### src/rtl/dmem_pkg.sv
// Shared types and helpers for the data-side memory responder.
// Holds the FSM state encoding, default tohost constants and the byte-lane merge.
package dmem_pkg;

    typedef enum logic [1:0] {
        S_IDLE = 2'd0,
        S_WAIT = 2'd1,
        S_RESP = 2'd2
    } dmem_state_t;

    localparam logic [31:0] TOHOST_ADDR_DEFAULT = 32'd84;
    localparam logic [31:0] PASS_VALUE_DEFAULT  = 32'd7;

    // Lanes with be[i] set take new_word, the rest keep old_word.
    function automatic logic [31:0] be_merge(input logic [31:0] old_word,
                                             input logic [31:0] new_word,
                                             input logic [3:0]  be);
        logic [31:0] merged;
        merged = old_word;
        for (int i = 0; i < 4; i++) begin
            if (be[i]) begin
                merged[8*i +: 8] = new_word[8*i +: 8];
            end
        end
        return merged;
    endfunction

endpackage

### src/rtl/dmem_ram.sv
// Word-organised RAM: synchronous byte-enabled write, combinational read, no reset.
// Read and write share one word address.
module dmem_ram
    import dmem_pkg::*;
#(
    parameter int unsigned DEPTH_WORDS = 64,
    parameter int unsigned AW          = (DEPTH_WORDS > 1) ? $clog2(DEPTH_WORDS) : 1
) (
    input  logic          clk,
    input  logic          we,
    input  logic [AW-1:0] addr,
    input  logic [31:0]   wdata,
    input  logic [3:0]    be,
    output logic [31:0]   rdata
);

    logic [31:0] mem [DEPTH_WORDS];

    always_ff @(posedge clk) begin
        if (we) begin
            mem[addr] <= be_merge(mem[addr], wdata, be);
        end
    end

    assign rdata = mem[addr];

endmodule

### src/rtl/dmem_responder.sv
// Load/store responder with programmable wait states, error checking and a tohost
// register that turns the core's final store into sticky done/pass outputs.
module dmem_responder
    import dmem_pkg::*;
#(
    parameter int unsigned DEPTH_WORDS = 64,
    parameter int unsigned WAIT        = 2,
    parameter logic [31:0] TOHOST_ADDR = TOHOST_ADDR_DEFAULT,
    parameter logic [31:0] PASS_VALUE  = PASS_VALUE_DEFAULT
) (
    input  logic        clk,
    input  logic        reset,
    input  logic        req_valid,
    output logic        req_ready,
    input  logic        req_we,
    input  logic [31:0] req_addr,
    input  logic [31:0] req_wdata,
    input  logic [3:0]  req_be,
    output logic        rsp_valid,
    output logic [31:0] rsp_rdata,
    output logic        rsp_err,
    output logic        done,
    output logic        pass,
    output dmem_state_t fsm_state
);

    // Handshake: a request transfers on a rising edge where req_valid && req_ready;
    // req_ready is high only in IDLE outside reset, and rsp_valid is a one-cycle
    // strobe with no backpressure.

    localparam int unsigned AW        = (DEPTH_WORDS > 1) ? $clog2(DEPTH_WORDS) : 1;
    localparam logic [31:0] RAM_BYTES = 32'(4 * DEPTH_WORDS);
    localparam logic [3:0]  WAIT_CNT  = 4'(WAIT);

    dmem_state_t state_q, state_d;
    logic [3:0]  cnt_q;
    logic        cap_we;
    logic [31:0] cap_addr;
    logic [31:0] cap_wdata;
    logic [3:0]  cap_be;
    logic [31:0] tohost_q;
    logic        done_q;
    logic        pass_q;
    logic [31:0] rdata_q;
    logic        err_q;

    logic        accept;
    logic        commit;
    logic        op_we;
    logic [31:0] op_addr;
    logic [31:0] op_wdata;
    logic [3:0]  op_be;
    logic        op_err;
    logic        op_tohost;
    logic        ram_we;
    logic [31:0] ram_rdata;

    assign req_ready = (state_q == S_IDLE) && !reset;
    assign accept    = req_valid && req_ready;

    // With zero wait states the commit happens on the accept edge itself, so the
    // operation comes straight from the request inputs instead of the capture regs.
    assign op_we    = (state_q == S_IDLE) ? req_we    : cap_we;
    assign op_addr  = (state_q == S_IDLE) ? req_addr  : cap_addr;
    assign op_wdata = (state_q == S_IDLE) ? req_wdata : cap_wdata;
    assign op_be    = (state_q == S_IDLE) ? req_be    : cap_be;

    assign op_err    = (op_addr[1:0] != 2'b00) ||
                       ((op_addr >= RAM_BYTES) && (op_addr != TOHOST_ADDR));
    assign op_tohost = !op_err && (op_addr == TOHOST_ADDR);

    always_comb begin
        state_d = state_q;
        case (state_q)
            S_IDLE: begin
                if (accept) begin
                    state_d = (WAIT == 0) ? S_RESP : S_WAIT;
                end
            end
            S_WAIT: begin
                if (cnt_q <= 4'd1) begin
                    state_d = S_RESP;
                end
            end
            S_RESP:  state_d = S_IDLE;
            default: state_d = S_IDLE;
        endcase
    end

    assign commit = (state_d == S_RESP) && (state_q != S_RESP) && !reset;
    assign ram_we = commit && op_we && !op_err && !op_tohost;

    dmem_ram #(
        .DEPTH_WORDS(DEPTH_WORDS),
        .AW         (AW)
    ) u_ram (
        .clk  (clk),
        .we   (ram_we),
        .addr (op_addr[AW+1:2]),
        .wdata(op_wdata),
        .be   (op_be),
        .rdata(ram_rdata)
    );

    always_ff @(posedge clk) begin
        if (reset) begin
            state_q   <= S_IDLE;
            cnt_q     <= 4'd0;
            cap_we    <= 1'b0;
            cap_addr  <= 32'd0;
            cap_wdata <= 32'd0;
            cap_be    <= 4'd0;
            tohost_q  <= 32'd0;
            done_q    <= 1'b0;
            pass_q    <= 1'b0;
            rdata_q   <= 32'd0;
            err_q     <= 1'b0;
        end else begin
            state_q <= state_d;
            if (accept) begin
                cap_we    <= req_we;
                cap_addr  <= req_addr;
                cap_wdata <= req_wdata;
                cap_be    <= req_be;
                cnt_q     <= WAIT_CNT;
            end else if (state_q == S_WAIT) begin
                cnt_q <= cnt_q - 4'd1;
            end
            if (commit) begin
                err_q   <= op_err;
                rdata_q <= (op_err || op_we) ? 32'd0 :
                           (op_tohost ? tohost_q : ram_rdata);
                if (op_we && op_tohost) begin
                    tohost_q <= op_wdata;
                    if (!done_q) begin
                        done_q <= 1'b1;
                        pass_q <= (op_wdata == PASS_VALUE);
                    end
                end
            end else begin
                rdata_q <= 32'd0;
                err_q   <= 1'b0;
            end
        end
    end

    assign rsp_valid = (state_q == S_RESP);
    assign rsp_rdata = rdata_q;
    assign rsp_err   = err_q;
    assign done      = done_q;
    assign pass      = pass_q;
    assign fsm_state = state_q;

endmodule
### config.mk
export PLATFORM = sky130hd
export DESIGN_NAME = dmem_responder
export DESIGN_NICKNAME = d
export VERILOG_FILES = /design/src/rtl/dmem_pkg.sv /design/src/rtl/dmem_ram.sv /design/src/rtl/dmem_responder.sv
export SDC_FILE = /design/constraint.sdc
export NUM_CORES = 2
export LEC_CHECK = 0
export BUFFER_PORTS_ARGS = -buffer_cell sky130_fd_sc_hd__buf_2
export CAP_MARGIN = 20
export CORE_MARGIN = 2
export CORE_UTILIZATION = 41
export CTS_CLUSTER_DIAMETER = 120
export DETAILED_ROUTE_END_ITERATION = 16
export HOLD_SLACK_MARGIN = 0.1
export PLACE_DENSITY_LB_ADDON = 0.12
export SYNTH_ARGS = -nofsm -noshare
export SYNTH_HDL_FRONTEND = slang
export SYNTH_HIERARCHICAL = 1
export SYNTH_SLANG_ARGS = --single-unit
export TNS_END_PERCENT = 1
### constraint.sdc
create_clock -name clk -period 7.95 [get_ports clk]
set_input_delay 1.1925 -clock clk [delete_from_list [all_inputs] [get_ports clk]]
set_output_delay 1.1925 -clock clk [all_outputs]
set_load 0.05 [all_outputs]
==> results.tsv <==
metric	value	unit
final_antenna_net_count	0	
routed_length_per_placed_instance	39.34	um
tritoncts_num_sinks	2190	
floorplan.initialDensity	41.27	%
worst_skew_pair.late_latency	870	ps
maximum_number_of_pins_on_one_net_before_global_route_repair	139	
dominant_cell_by_count_in_the_synthesized_netlist	sky130_fd_sc_hd__edfxtp_1	
critical_path.endpoint_type	flip-flop	
syn_area_per_cell	16.03	sq um
dpl_cell_area	0.09192	sq mm
antenna_found_initial	14	
synthFlopType	sky130_fd_sc_hd__edfxtp_1	
ys_seq_area_share	74.31	%
maxSlewHeadroom	20.38	%
unrepaired_setup_endpoints_after_global_routing	false	
wl	337300	um
grt_pass1_wl	456000	um
crit_type	flip-flop to flip-flop	
period_minus_slack	5958	ps
leakagePower	31.00	nW
clock_tree.htree_level_count	4	
drcViolationCount	0	
post-cts-setup-buffer-count	0	
power.share.sequential	46.2	%
irDropWorstVdd	0.0002546	V
setup_viol	0	
power.switching_fraction	28.92	%
cts_made_buffers	224	
synth_fp_nets	5474	
place.port_buffers	110	
final.period_utilization	74.94	%
net-switching-power	8.738	mW
core_area	0.2098	sq mm
internal_power	21.48	mW
postCtsHoldBufs	0	
synth_area	0.08658	sq mm
io_pins	111	
fraction_of_layout_cells_with_a_size_suffix_above_1	19.58	%
post-synth-top-area-fraction	71.03	%
cts_buffer_depth	3	
setup_tns	0	ps
drt-initial-drc-count	8452	
areaGrowthSynthToFinish	15.05	%
hold_path.class	flip-flop to flip-flop	
fin_nets	5640	
drt_pass1_iterations	6	
num_rows	168	
power.combinational.fraction	18.2	%
ys_async_sr_fraction	0	%
cp_data_arrival_time	6540	ps
hold_viol	0	
max_slew.worst_pin.slew	1164	ps
route.detailed.vias_per_inst	6.558	
startpoint_type	flip-flop	
ys_top_cells_by_area	sky130_fd_sc_hd__edfxtp_1, sky130_fd_sc_hd__dfxtp_1, sky130_fd_sc_hd__a22oi_1	
rrSetupSlack	1990	ps
synth_seq_cells	2190	
grt_usage	30.75	%
status	completed	
synth_top_cell_by_area	sky130_fd_sc_hd__edfxtp_1	
tritoncts	built	
pwr-share-clk	35.7	%
yosys-top-cells-count	sky130_fd_sc_hd__edfxtp_1, sky130_fd_sc_hd__a22oi_1, sky130_fd_sc_hd__nand2_1, sky130_fd_sc_hd__a221oi_1, sky130_fd_sc_hd__a21oi_1	
netlist-cell-type-count	93	
cts.reportedPaths.clkPinSlew	60	ps
yosys_warnings	6	
clock-root-buffer	sky130_fd_sc_hd__clkbuf_16	
synthesis.instances	5400	
die_area	0.2149	sq mm
max_cap_viol_count	0	
die_y	463.5	um
grt.overflow.total	0	
final_design_area_no_fill	0.09962	sq mm
filler_cell_count	18150	
skew	43.92	ps
synth_enable_flop_cells	2048	
dp_hpwl	201900	um
postCtsResizedCells	0	
die_width	463.5	um
detailroute.via_count	56240	
vias_in_the_first_global_route	52560	
gp_congestion	0.8766	
fmax	0.1678	GHz
slew_violations	0	
crit_path_required_time	8530	ps
path_max_fanout	61	
cellPowerDensity	303.3	mW/mm^2
## cells by family after synthesis
| logic type | count (synthesis) | share of synthesized area, % |
|---|---|---|
| muxes | 290 | 4.095 |
| AOI/OAI and AO/OA | 1443 | 12.48 |
| buffers and inverters | 490 | 2.827 |
| and+or+nand+nor | 985 | 6.257 |
| adders and majority gates | 2 | 0.02890 |
| DFF | 2190 | 74.31 |
## metrics by stage
| stage | total power [mW] | util, % | instances | worst slack (ps) | hold slack (ps) |
|---|---|---|---|---|---|
| 2_1_floorplan | 17.03 | - | 5400 | 1775 | 421.9 |
| 3_3_place_gp | 19.42 | 43.79 | 8132 | 1659 | 430.9 |
| 3_5_place_dp | 19.50 | 43.82 | 8135 | 1616 | 437.1 |
| 4_1_cts | 30.15 | 47.38 | 8560 | 2047 | 444.7 |
| 5_1_grt | 30.94 | 47.48 | 8570 | 1976 | 466.6 |
| 6_report | 30.21 | 47.49 | 8575 | 1992 | 445.0 |
## cell type report
| cell class | instances | area, sq um | share of cell area (%) |
|---|---|---|---|
| Sequential cell | 2190 | 64340 | 64.59 |
| Clock buffer | 289 | 6032 | 6.055 |
| Inverter | 46 | 188.9 | 0.1897 |
| Timing Repair Buffer | 384 | 3456 | 3.469 |
| Tap cell | 2805 | 3510 | 3.523 |
| Multi-Input combinational cell | 2720 | 20650 | 20.73 |
| Clock inverter | 136 | 1433 | 1.438 |
| Antenna cell | 5 | 12.51 | 0.01256 |
## layout by cell type, fill, tap and decap left out, drive strengths merged, types with 51 or more instances in the layout
cell,n
mux2i,70
buf,384
nand3b,120
nand3,81
a21oi,179
edfxtp,2048
or3b,68
nor2,136
clkbuf,289
nand2,282
nor3,83
clkinv,98
a22oi,352
a221oi,276
inv,51
mux2,188
dfxtp,142
o21ai,123
o22ai,138
## metal layers
metal | track usage, % | wire, um | up-vias
met5 | 0 | 8 | -
met2 | 46.27 | 150400 | 3481
met3 | 6.126 | 33890 | 656
met4 | 15.11 | 19080 | 2
li1 | - | - | 22470
met1 | 42.64 | 134000 | 29630
## critical path, stage by stage, from the launching register on
cell	delay, ps
sky130_fd_sc_hd__dfxtp_1	440
sky130_fd_sc_hd__nor2_4	330
sky130_fd_sc_hd__mux2_8	630
sky130_fd_sc_hd__inv_6	660
sky130_fd_sc_hd__buf_4	450
sky130_fd_sc_hd__a21oi_1	80
sky130_fd_sc_hd__o41a_1	490
sky130_fd_sc_hd__a211oi_1	590
sky130_fd_sc_hd__nand4_1	590
sky130_fd_sc_hd__mux2_2	770
sky130_fd_sc_hd__buf_4	340
## path summary, 6_finish.rpt
check               startpoint                to  depth (start not counted)
setup reg to reg  fsm_state[1]  u_ram/mem[38][5]                         10
hold / removal     tohost_q[7]       tohost_q[7]                          2
setup / recovery  fsm_state[1]  u_ram/mem[38][5]                         10
hold reg to reg    tohost_q[7]       tohost_q[7]                          2
## state kept, by name (all words and copies together), names as in the netlist
| register | cells |
|---|---|
| cap_wdata | 32 |
| done | 1 |
| cnt_q | 4 |
| pass | 1 |
| cap_be | 4 |
| fsm_state | 2 |
| cap_addr | 32 |
| rsp_err | 1 |
| rsp_rdata | 32 |
| cap_we | 1 |
| u_ram/mem | 2048 |
| tohost_q | 32 |
## power by group through the flow
stage                     Clock (mW)  Sequential (mW)  Combinational (mW)
final                           10.8             13.9                5.49
after floorplan                    0             14.2                2.78
after detailed placement           0             14.2                5.29
after global placement             0             14.2                5.21
after CTS                       10.9             14.0                5.31
after global routing            11.3             13.9                5.67
Power figures use the tool's default switching activity.
